File: config.mk
export PLATFORM = sky130hd
export DESIGN_NAME = mash_sinc3_decimator_flat
export DESIGN_NICKNAME = d
export VERILOG_FILES = /design/src/rtl/mash_sinc3_decimator_pkg.sv /design/src/rtl/mash_sinc3_decimator_if.sv /design/src/rtl/mash_sinc3_decimator_cic_int_stage.sv /design/src/rtl/mash_sinc3_decimator.sv /design/src/flat_wrapper.sv
export SDC_FILE = /design/constraint.sdc
export NUM_CORES = 1
export LEC_CHECK = 0
export CELL_PAD_IN_SITES_DETAIL_PLACEMENT = 1
export CELL_PAD_IN_SITES_GLOBAL_PLACEMENT = 2
export CORE_AREA = 2 2 178 180
export CTS_CLUSTER_SIZE = 24
export DETAILED_ROUTE_END_ITERATION = 10
export DIE_AREA = 0 0 180 182
export PLACE_DENSITY = 0.95
export SYNTH_ARGS = -nofsm -noshare
export SYNTH_HDL_FRONTEND = slang
export SYNTH_HIERARCHICAL = 1
export SYNTH_SLANG_ARGS = --single-unit
File: constraint.sdc
create_clock -name clk -period 8 [get_ports clk]
set_input_delay 1.6 -clock clk [delete_from_list [all_inputs] [get_ports clk]]
set_output_delay 1.6 -clock clk [all_outputs]
set_load 0.01 [all_outputs]
File: src/rtl/mash_sinc3_decimator_pkg.sv
// rtl/mash_sinc3_decimator_pkg.sv - shared constants and width helper for the sinc3 decimator
//
// Contents:
//   ORDER         number of integrator/comb stages (sinc3)
//   Y_MIN, Y_MAX  legal range of the HK-MASH 1-1-1 output sample
//   cic_cw()      internal CIC width: input bits plus ORDER*log2(R) bits of growth

package mash_decim_pkg;

    localparam int ORDER = 3;
    localparam int Y_MIN = -3;
    localparam int Y_MAX = 4;

    function automatic int cic_cw(input int dec_log2);
        return 4 + ORDER * dec_log2;
    endfunction

endpackage

File: src/rtl/mash_sinc3_decimator_if.sv
// rtl/mash_sinc3_decimator_if.sv - sample input / decimated output bundle of the sinc3 decimator
//
// Signals:
//   in_valid_i  y_i carries a modulator sample this cycle
//   y_i         4-bit signed modulator output
//   valid_o     one-cycle pulse, y_o/x_o carry a new result
//   y_o         CW-bit signed raw sinc3 output
//   x_o         WIDTH-bit unsigned estimate of the modulator input word
//   settled_o   filter memory fully flushed
// Modports:
//   master  sample source / result consumer
//   slave   the decimator

interface mash_sinc3_decimator_if
    import mash_decim_pkg::*;
#(
    parameter int WIDTH = 20,
    parameter int CW    = cic_cw(6)
);

    logic                 in_valid_i;
    logic [3:0]           y_i;
    logic                 valid_o;
    logic signed [CW-1:0] y_o;
    logic [WIDTH-1:0]     x_o;
    logic                 settled_o;

    modport master (
        output in_valid_i, y_i,
        input  valid_o, y_o, x_o, settled_o
    );

    modport slave (
        input  in_valid_i, y_i,
        output valid_o, y_o, x_o, settled_o
    );

endinterface

File: src/rtl/mash_sinc3_decimator_cic_int_stage.sv
// rtl/mash_sinc3_decimator_cic_int_stage.sv - enabled CW-bit wrapping accumulator for the CIC integrators
//
// Ports:
//   clk   clock
//   rst   asynchronous reset, active-high
//   en    accumulate din this cycle; hold otherwise
//   din   signed addend
//   acc   signed accumulator (two's-complement wrap is intentional; the combs undo it)

module cic_int_stage #(
    parameter int CW = 22
) (
    input  logic                 clk,
    input  logic                 rst,
    input  logic                 en,
    input  logic signed [CW-1:0] din,
    output logic signed [CW-1:0] acc
);

    always_ff @(posedge clk or posedge rst) begin
        if (rst) begin
            acc <= '0;
        end else if (en) begin
            acc <= acc + din;
        end
    end

endmodule

File: src/rtl/mash_sinc3_decimator.sv
// rtl/mash_sinc3_decimator.sv - sinc3 CIC decimator recovering the HK-MASH 1-1-1 input word
//
// Ports:
//   clk   clock
//   rst   asynchronous reset, active-high
//   dec   mash_sinc3_decimator_if.slave: in_valid_i/y_i samples in, valid_o/y_o/x_o/settled_o out
// Parameters:
//   WIDTH     width of recovered word x_o (equals modulator WIDTH)
//   DEC_LOG2  log2 of decimation ratio R; WIDTH >= 3*DEC_LOG2
//   CW        internal width, derived from DEC_LOG2; do not override
// Build option:
//   DECIM_SAT_EN  defined: x_o clamps to 0 .. 2**WIDTH-1; undefined: x_o keeps the low WIDTH bits
//
// Pipeline: the edge accepting the R-th sample of a block raises dec_stb; the next edge runs the
// combs into comb_q; the edge after that registers y_o/x_o and pulses valid_o.

module mash_sinc3_decimator
    import mash_decim_pkg::*;
#(
    parameter int WIDTH    = 20,
    parameter int DEC_LOG2 = 6,
    parameter int CW       = cic_cw(DEC_LOG2)
) (
    input  logic                 clk,
    input  logic                 rst,
    mash_sinc3_decimator_if.slave dec
);

    // Left shift that maps the R**3 DC gain onto the WIDTH-bit input word scale.
    localparam int SH = WIDTH - ORDER * DEC_LOG2;

    logic                 accept;
    logic signed [CW-1:0] y_ext;
    logic signed [CW-1:0] int1, int2, int3;

    logic [DEC_LOG2-1:0]  cnt;
    logic                 dec_stb;

    logic signed [CW-1:0] dly1, dly2, dly3;
    logic signed [CW-1:0] c1, c2, c3;
    logic signed [CW-1:0] comb_q;
    logic                 out_stb;

    logic [WIDTH-1:0]     x_next;
    logic [1:0]           n_pulse;

    assign accept = dec.in_valid_i;
    assign y_ext  = CW'($signed(dec.y_i));

    // Integrators all register on the same edge, so each stage adds the previous
    // stage's old value: a pipelined chain with no long carry path across stages.
    cic_int_stage #(.CW(CW)) u_int1 (
        .clk (clk),
        .rst (rst),
        .en  (accept),
        .din (y_ext),
        .acc (int1)
    );

    cic_int_stage #(.CW(CW)) u_int2 (
        .clk (clk),
        .rst (rst),
        .en  (accept),
        .din (int1),
        .acc (int2)
    );

    cic_int_stage #(.CW(CW)) u_int3 (
        .clk (clk),
        .rst (rst),
        .en  (accept),
        .din (int2),
        .acc (int3)
    );

    // Decimation counter: counts accepted samples only, so gaps in in_valid_i
    // stretch the output spacing but never change which samples form a block.
    always_ff @(posedge clk or posedge rst) begin
        if (rst) begin
            cnt     <= '0;
            dec_stb <= 1'b0;
        end else begin
            dec_stb <= 1'b0;
            if (accept) begin
                cnt     <= cnt + 1'b1;
                dec_stb <= &cnt;
            end
        end
    end

    // Combs run at the decimated rate; wrap-around in the integrators cancels here.
    always_comb begin
        c1 = int3 - dly1;
        c2 = c1 - dly2;
        c3 = c2 - dly3;
    end

    always_ff @(posedge clk or posedge rst) begin
        if (rst) begin
            dly1    <= '0;
            dly2    <= '0;
            dly3    <= '0;
            comb_q  <= '0;
            out_stb <= 1'b0;
        end else begin
            out_stb <= dec_stb;
            if (dec_stb) begin
                dly1   <= int3;
                dly2   <= c1;
                dly3   <= c2;
                comb_q <= c3;
            end
        end
    end

`ifdef DECIM_SAT_EN
    localparam int SW = CW + SH;

    logic signed [SW-1:0] shifted;

    always_comb begin
        shifted = SW'(comb_q) <<< SH;
        x_next  = shifted[WIDTH-1:0];
        if (shifted[SW-1]) begin
            x_next = '0;
        end else if (|shifted[SW-2:WIDTH]) begin
            x_next = '1;
        end
    end
`else
    // Truncating before the shift keeps exactly the low WIDTH bits of the shifted value.
    assign x_next = WIDTH'(comb_q) << SH;
`endif

    always_ff @(posedge clk or posedge rst) begin
        if (rst) begin
            dec.valid_o   <= 1'b0;
            dec.y_o       <= '0;
            dec.x_o       <= '0;
            dec.settled_o <= 1'b0;
            n_pulse       <= '0;
        end else begin
            dec.valid_o <= out_stb;
            if (out_stb) begin
                dec.y_o <= comb_q;
                dec.x_o <= x_next;
                // The third result is the first whose whole impulse response lies after reset.
                if (n_pulse == 2'd2) begin
                    dec.settled_o <= 1'b1;
                end else begin
                    n_pulse <= n_pulse + 2'd1;
                end
            end
        end
    end

endmodule
File: src/flat_wrapper.sv
// flat-port wrapper written by rule: the top's interface ports become plain ports
module mash_sinc3_decimator_flat import mash_decim_pkg::*;
#(
    parameter int WIDTH    = 20,
    parameter int DEC_LOG2 = 6,
    parameter int CW       = cic_cw(DEC_LOG2)
)
  (clk, rst, dec_in_valid_i, dec_y_i, dec_valid_o, dec_y_o, dec_x_o, dec_settled_o);
  mash_sinc3_decimator_if #(.WIDTH(WIDTH), .CW(CW)) dec_i ();
  input  logic clk;
  input  logic rst;
  input wire logic [$bits(dec_i.in_valid_i)-1:0] dec_in_valid_i;
  input wire logic [$bits(dec_i.y_i)-1:0] dec_y_i;
  output wire logic [$bits(dec_i.valid_o)-1:0] dec_valid_o;
  output wire logic [$bits(dec_i.y_o)-1:0] dec_y_o;
  output wire logic [$bits(dec_i.x_o)-1:0] dec_x_o;
  output wire logic [$bits(dec_i.settled_o)-1:0] dec_settled_o;
  assign dec_i.in_valid_i = dec_in_valid_i;
  assign dec_i.y_i = dec_y_i;
  assign dec_valid_o = dec_i.valid_o;
  assign dec_y_o = dec_i.y_o;
  assign dec_x_o = dec_i.x_o;
  assign dec_settled_o = dec_i.settled_o;
  mash_sinc3_decimator #(.WIDTH(WIDTH), .DEC_LOG2(DEC_LOG2), .CW(CW)) u_core (.clk(clk), .rst(rst), .dec(dec_i));
endmodule
==> results of run 1 <==
-- cell type report --
type	instances	area share, %
flip-flops and latches	188	32.7
clock inverters	15	1.18
multi-input cells	1029	53.5
well taps	402	3.49
clock buffers	17	2.96
inverters	100	2.62
repair buffers	53	3.56
-- critical path, delay by kind of cell, from the launching register on --
kind	cells	cell delay [ns]
AOI/OAI and AO/OA	15	2.91
adders and majority gates	4	1.33
DFF	1	0.40
xor gates and xnor gates	2	0.56
and+or+nand+nor	4	0.54
buffers and inverters	1	0.06
-- routing by layer --
metal,vias up,wire (µm)
met1,4777,12700
li1,4887,-
met4,0,420
met2,98,14800
met5,-,0
met3,29,428
-- through the flow --
step / std cells / area [µm²]
after CTS: 1804 / 14400
after global routing: 1804 / 14400
final: 1804 / 14400
after floorplan: 1371 / 13100
after detailed placement: 1772 / 13800
after global placement: 1772 / 13800
-- path summary, 6_finish.rpt --
path                       slack (ns)                 start  depth (start not counted)                    to
max reg2reg                      2.13  u_core/u_int3/acc[0]                         26     u_core/comb_q[21]
min reg2reg                      0.48  u_core/dec.settled_o                          1  u_core/dec.settled_o
min                              0.48  u_core/dec.settled_o                          1  u_core/dec.settled_o
max in group asynchronous        4.87                   rst                          3        u_core/dec_stb
max                              2.13  u_core/u_int3/acc[0]                         26     u_core/comb_q[21]
min in group asynchronous        1.80                   rst                          2  u_core/u_int2/acc[0]
-- cell usage after synthesis (6+ instances only) --
| cell | number | area, µm² |
|---|---|---|
| a211oi_1 | 11 | 82.6 |
| a21o_1 | 47 | 353 |
| a21oi_1 | 102 | 510 |
| a21oi_2 | 6 | 52.6 |
| a31oi_1 | 6 | 37.5 |
| and2_1 | 6 | 37.5 |
| buf_4 | 20 | 150 |
| clkbuf_1 | 28 | 105 |
| dfrtp_1 | 188 | 4700 |
| fa_1 | 6 | 120 |
| ha_1 | 128 | 1600 |
| inv_1 | 97 | 364 |
| mux2_2 | 92 | 1040 |
| mux2i_1 | 7 | 70.1 |
| nand2_1 | 119 | 447 |
| nand2b_1 | 6 | 37.5 |
| nand3_1 | 22 | 110 |
| nand4_1 | 16 | 100 |
| nor2_1 | 61 | 229 |
| nor2b_1 | 18 | 113 |
| nor3_1 | 19 | 95.1 |
| o21a_1 | 26 | 195 |
| o21ai_0 | 99 | 495 |
| o21ai_1 | 14 | 70.1 |
| o21bai_1 | 11 | 82.6 |
| o31a_1 | 7 | 61.3 |
| o31ai_1 | 7 | 52.6 |
| or3_1 | 8 | 50.1 |
| xnor2_1 | 69 | 604 |
| xor2_1 | 40 | 350 |
-- cells by family after synthesis --
kind of cell	Yosys count	synth area share [%]
compound gates	386	19.0
xor+xnor	110	7.49
fa+ha+maj	134	13.2
buf+inv	154	5.03
flops	188	36.0
mux	100	8.59
other cells	1	0.0287
simple gates	297	10.6
-- sequential cells by signal, indices dropped and copies added (netlist names) --
register	cells
u_core/dec_stb	1
u_core/comb_q	22
u_core/u_int2/acc	22
u_core/out_stb	1
u_core/dly1	22
u_core/u_int1/acc	22
u_core/dly3	22
u_core/cnt	6
u_core/dly2	22
u_core/dec.y_o	22
u_core/dec.settled_o	1
u_core/u_int3/acc	22
u_core/n_pulse	2
u_core/dec.valid_o	1
-- layout by cell type (no fill, tap or decap), types with 16 or more instances in the layout --
master           count
xor2_1              40
a21oi_1            102
clkbuf_16           17
nand3_1             22
o21a_1              26
dfrtp_1            187
nand4_1             16
clkdlybuf4s50_1     47
o21ai_0             99
a21o_1              47
mux2_2              92
inv_1               96
nor3_1              19
nor2b_1             18
nand2_1            119
xnor2_1             69
ha_1               128
nor2_1              61
==> impl_metrics.py, run 1 <==
metrics = {
    "routing": {
        "number_of_antenna_violating_nets_in_the_routed_design": 0,
        "first_iter_violations": 351,
        "avgViaCountPerCell": 5.43,
        "wire_per_inst_um": 15.7,
        "drt_drc_violations_left": 0,
        "wl_um": 28400,
        "detailroute.via_count": 9791,
        "drt_pass1_iterations": 5,
    },
    "sta": {
        "final.hold.worst_slack_ns": 0.481,
        "worst_slew_pin_slew_ns": 0.986,
        "final.period_utilization_pct": 73.4,
        "timing.final.hold_violations": 0,
        "rsz_0062_raised_after_global_routing": "no",
        "timing.final.crit_period_ns": 5.87,
        "achievable-frequency_mhz": 170,
        "report.final.slew_viol_count": 0,
        "setup_skew_after_layout_ns": 0.0132,
        "timing.setup.tns_ns": 0,
        "setup_slack_ns": 2.13,
        "timing.final.setup_violations": 0,
        "slew_margin_rel_pct": 34.3,
    },
    "min_path": {
        "timing.hold.worst.class": "register to register",
    },
    "clocking": {
        "cts-root-buf": "clkbuf_16",
        "tritoncts": "done",
        "setup_buffers_after_cts": 0,
        "cts.clk_slew.worst_paths_ns": 0.08,
        "maximum_root_to_sink_buffer_count": 2,
        "clk_latency_ns": 0.44,
        "cts_repair_resize_count": 0,
        "ctsHoldBuffers": 0,
        "cts-buffers-inserted": 17,
        "clock_sink_count": 188,
        "cts_max_level": 4,
    },
    "synth": {
        "netlist_area_um2": 13100,
        "number_of_flops_mapped_to_enable_cells_by_yosys": 0,
        "synthesis.area_per_instance_um2": 9.53,
        "synth_flop_cell": "dfrtp_1",
        "synth-seq-cells": 188,
        "postSynthCellCount": 1370,
        "postSynth.asyncResetShare_pct": 100,
        "synth_seq_area_share_pct": 36.0,
        "synthDistinctLibCells": 64,
        "ys.warnings.count": 6,
    },
    "global_route": {
        "antenna_found_initial": 0,
        "grt_max_degree": 75,
        "grt.met3_usage_pct": 2.01,
        "total_overflow_reported_by_the_global_router": 0,
        "gr-usage-all-layers_pct": 17.8,
        "globalRouteMet2Util_pct": 34.1,
        "global_route_wire_length_before_repair_um": 49100,
        "grt_most_used_layer": "met2",
        "gr-usage-met1_pct": 20.8,
        "via_count_of_the_first_global_routing_pass": 10400,
    },
    "setup_path": {
        "worstPathRequired_ns": 8.36,
        "cp-start-kind": "register",
        "crit_path_top_delay_cell": "o21ai_0",
        "end_kind": "register",
        "crit_type": "register to register",
        "crit_path_largest_cell_delay_ns": 0.47,
        "arrival_ns": 6.24,
        "cpMostUsedCell": "a21oi_1",
        "crit_path_max_fo": 6,
    },
    "place": {
        "dpl_worst_slack_ns": 2.20,
        "globalplace.congestion": 0.829,
        "hpwl_um": 22400,
        "io_buffer_count": 48,
    },
    "floorplanning": {
        "core-area_um2": 31000,
        "io-pin-count": 51,
        "die_h_um": 182,
        "floorplan.die_area_um2": 32800,
        "initial_core_utilization_pct": 42.1,
        "rows": 65,
        "die_x_um": 180,
    },
    "final_layout": {
        "fraction_of_final_layout_cells_with_drive_strength_greater_than_1_pct": 11.6,
        "final_core_area_utilization_pct": 46.5,
        "number_of_antenna_repair_diodes": 0,
        "finalNetCount": 1530,
        "seqCellArea_um2": 4710,
        "fill_cells": 3568,
        "multi_input_comb_area_um2": 7700,
        "area_growth_syn_to_layout_pct": 10.3,
    },
    "run": {
        "drv_cap": 0,
    },
    "status": {
        "run_status": "complete, no violations",
    },
}
Power of run 1 is left out: the tool's default activity adds up to more than one toggle a clock period on the data nets, which glitch-free logic cannot reach.
==> run 2, diff against run 1 <==
--- a/config.mk
+++ b/config.mk
@@ -7,11 +7,11 @@
 export LEC_CHECK = 0
 export CELL_PAD_IN_SITES_DETAIL_PLACEMENT = 1
 export CELL_PAD_IN_SITES_GLOBAL_PLACEMENT = 2
-export CORE_AREA = 2 2 178 180
+export CORE_AREA = 2 2 184 186
 export CTS_CLUSTER_SIZE = 24
 export DETAILED_ROUTE_END_ITERATION = 10
-export DIE_AREA = 0 0 180 182
-export PLACE_DENSITY = 0.95
+export DIE_AREA = 0 0 186 188
+export PLACE_DENSITY = 0.9
 export SYNTH_ARGS = -nofsm -noshare
 export SYNTH_HDL_FRONTEND = slang
 export SYNTH_HIERARCHICAL = 1
==> constraint.sdc (replaced) <==
create_clock -name clk -period 5.8 [get_ports clk]
set_input_delay 1.16 -clock clk [delete_from_list [all_inputs] [get_ports clk]]
set_output_delay 1.16 -clock clk [all_outputs]
set_load 0.01 [all_outputs]
==> run 2 against run 1 <==
  * Cell count up 2.9%
  * First-iteration DRC count shrank 38%
  * Critical path depth is 3 lower
  * Clock-buffer cell count grew 1
  * Fmax is 7.2% higher
  * Critical endpoint is now u_core/comb_q[20]
  * Clock skew grew 0.0011 ns
  * Largest cell class unchanged
  * Die area is 6.7% higher
  * Final area grew 0.97%
  * Register-to-register slack worse by 1.8 ns
  * Global-route usage fell by 1.3 points
  * Sequential cell count unchanged
  * Hold slack lost 0.020 ns
==> impl_metrics.py, run 2 (synthesized netlist as in run 1, its figures left out) <==
metrics = {
    "floorplanning": {
        "rows": 67,
        "core-area_um2": 33100,
        "die_h_um": 188,
        "initial_core_utilization_pct": 39.4,
        "io-pin-count": 51,
        "die_x_um": 186,
        "floorplan.die_area_um2": 35000,
    },
    "routing": {
        "wl_um": 27800,
        "number_of_antenna_violating_nets_in_the_routed_design": 0,
        "detailroute.via_count": 9829,
        "drt_pass1_iterations": 5,
        "first_iter_violations": 219,
        "wire_per_inst_um": 15.0,
        "avgViaCountPerCell": 5.29,
        "drt_drc_violations_left": 0,
    },
    "final_layout": {
        "layout.cells.most_common_list": "dfrtp_1, ha_1, nand2_1, a21oi_1, o21ai_0",
        "finalNetCount": 1537,
        "final-instance-count-excl-fill": 1857,
        "fraction_of_final_layout_cells_with_drive_strength_greater_than_1_pct": 12.7,
        "fill_cells": 3786,
        "area_growth_syn_to_layout_pct": 11.3,
        "number_of_antenna_repair_diodes": 0,
        "mostFrequentLayoutCell": "dfrtp_1",
    },
    "sta": {
        "final.period_utilization_pct": 94.4,
        "achievable-frequency_mhz": 183,
        "worst_slew_pin_slew_ns": 0.931,
        "report.final.slew_viol_count": 0,
        "timing.final.setup_violations": 0,
        "setup_skew_after_layout_ns": 0.0144,
        "timing.final.hold_violations": 0,
        "timing.final.crit_period_ns": 5.48,
        "slew_margin_rel_pct": 38.0,
    },
    "clocking": {
        "cts_max_level": 4,
        "cts-buffers-inserted": 17,
        "cts.clk_slew.worst_paths_ns": 0.08,
        "ctsHoldBuffers": 0,
        "tritoncts": "done",
        "clk_latency_ns": 0.44,
        "clock_sink_count": 188,
        "maximum_root_to_sink_buffer_count": 2,
        "cts-root-buf": "clkbuf_16",
    },
    "setup_path": {
        "timing.critical_path.to": "u_core/comb_q[20]",
        "regToRegEndpoint": "u_core/comb_q[20]",
        "reg2reg_depth": 23,
        "critical_path.startpoint": "u_core/u_int3/acc[5]",
        "worstPathRequired_ns": 6.12,
        "end_kind": "register",
        "rrSetupSlack_ns": 0.32,
        "timing.rr.start": "u_core/u_int3/acc[5]",
        "crit_type": "register to register",
        "arrival_ns": 5.80,
        "crit_path_max_fo": 5,
        "cp-start-kind": "register",
    },
    "global_route": {
        "total_overflow_reported_by_the_global_router": 0,
        "globalRouteMet2Util_pct": 30.2,
        "global_route_wire_length_before_repair_um": 48300,
        "gr-usage-all-layers_pct": 16.5,
        "via_count_of_the_first_global_routing_pass": 10100,
        "gr-usage-met1_pct": 20.6,
        "grt_most_used_layer": "met2",
        "grt.met3_usage_pct": 1.81,
        "grt_max_degree": 75,
        "antenna_found_initial": 0,
    },
    "status": {
        "run_status": "complete, no violations",
    },
    "place": {
        "hpwl_um": 21600,
        "placed_cells_incl_taps": 1819,
        "globalplace.congestion": 0.819,
        "io_buffer_count": 48,
    },
    "run": {
        "drv_cap": 0,
    },
    "min_path": {
        "timing.hold.worst.class": "register to register",
    },
}
==> run 2: cell types whose count changed in the layout (fill, tap and decap cells not counted), moves of 2 or more <==
cell	change
a21oi_2	+3
ha_1	-2
a21oi_1	-3
ha_2	+2
buf_4	+7
o21ai_0	-2
==> run 2: timing repair <==
action | 4_1_cts | 5_1_grt
setup buffers | 0 | 6
setup endpoints to repair | 1 | 3
endpoints found under the hold margin | 0 | 0
pin swaps | 0 | 10
resized for setup | 1 | 11
==> run 2: layout make-up <==
class	count	area, µm²	area share, %
tap	448	561	3.86
timing repair buffer	60	566	3.89
inverter	100	378	2.60
multi-input combinational	1029	7740	53.2
clock inverter	14	145	0.999
clock buffer	18	439	3.02
sequential	188	4710	32.4
==> run 2: stage by stage <==
step / setup TNS [ns] / setup slack (ns) / instance area, µm² / hold slack [ns] / util (%)
after CTS: 0 / 0.0923 / 14400 / 0.469 / 43.6
after global placement: 0 / 0.258 / 13900 / 0.443 / 41.9
after detailed placement: -0.0411 / -0.0411 / 13900 / 0.450 / 41.9
after global routing: -0.0531 / -0.0379 / 14500 / 0.493 / 43.9
after floorplan: 0 / 0.709 / 13100 / 0.352 / -
final: 0 / 0.324 / 14500 / 0.461 / 43.9
==> run 2: layer usage <==
layer / up-vias / part of all wire, %
met1: 4787 / 46
met4: 0 / 1.4
met3: 31 / 1.7
li1: 4910 / -
met5: - / 0
met2: 101 / 51
==> run 2: worst max-delay path, cell delays in order, from the launching register on <==
cell and delay, ns:
dfrtp_1 0.42, ha_1 0.35, or3_1 0.37, and2_1 0.19
and3_1 0.20, a21o_1 0.21, a21o_1 0.18, a21oi_1 0.16
xnor2_1 0.18, ha_1 0.33, and4_1 0.28, and2_1 0.18
a22o_1 0.21, a41oi_2 0.23, nand2b_1 0.09, a211oi_1 0.23
nor2_1 0.09, ha_1 0.36, a21o_1 0.19, a31o_2 0.23
a21o_1 0.18, a21oi_1 0.17, xnor2_1 0.08, mux2_2 0.25
==> run 2: how the worst min path moves through the flow <==
| stage | cells past startpoint | endpoint | start | slack [ns] |
|---|---|---|---|---|
| CTS | 1 | u_core/dec.settled_o | u_core/dec.settled_o | 0.47 |
| global placement | 1 | u_core/dec.settled_o | u_core/dec.settled_o | 0.44 |
| finish | 1 | u_core/dec.settled_o | u_core/dec.settled_o | 0.46 |
| floorplan | 0 | u_core/dec.valid_o | u_core/out_stb | 0.35 |
| detailed placement | 1 | u_core/dec.settled_o | u_core/dec.settled_o | 0.45 |
| global route | 1 | u_core/cnt[5] | u_core/cnt[5] | 0.49 |
Power of run 2 is left out for the same reason.
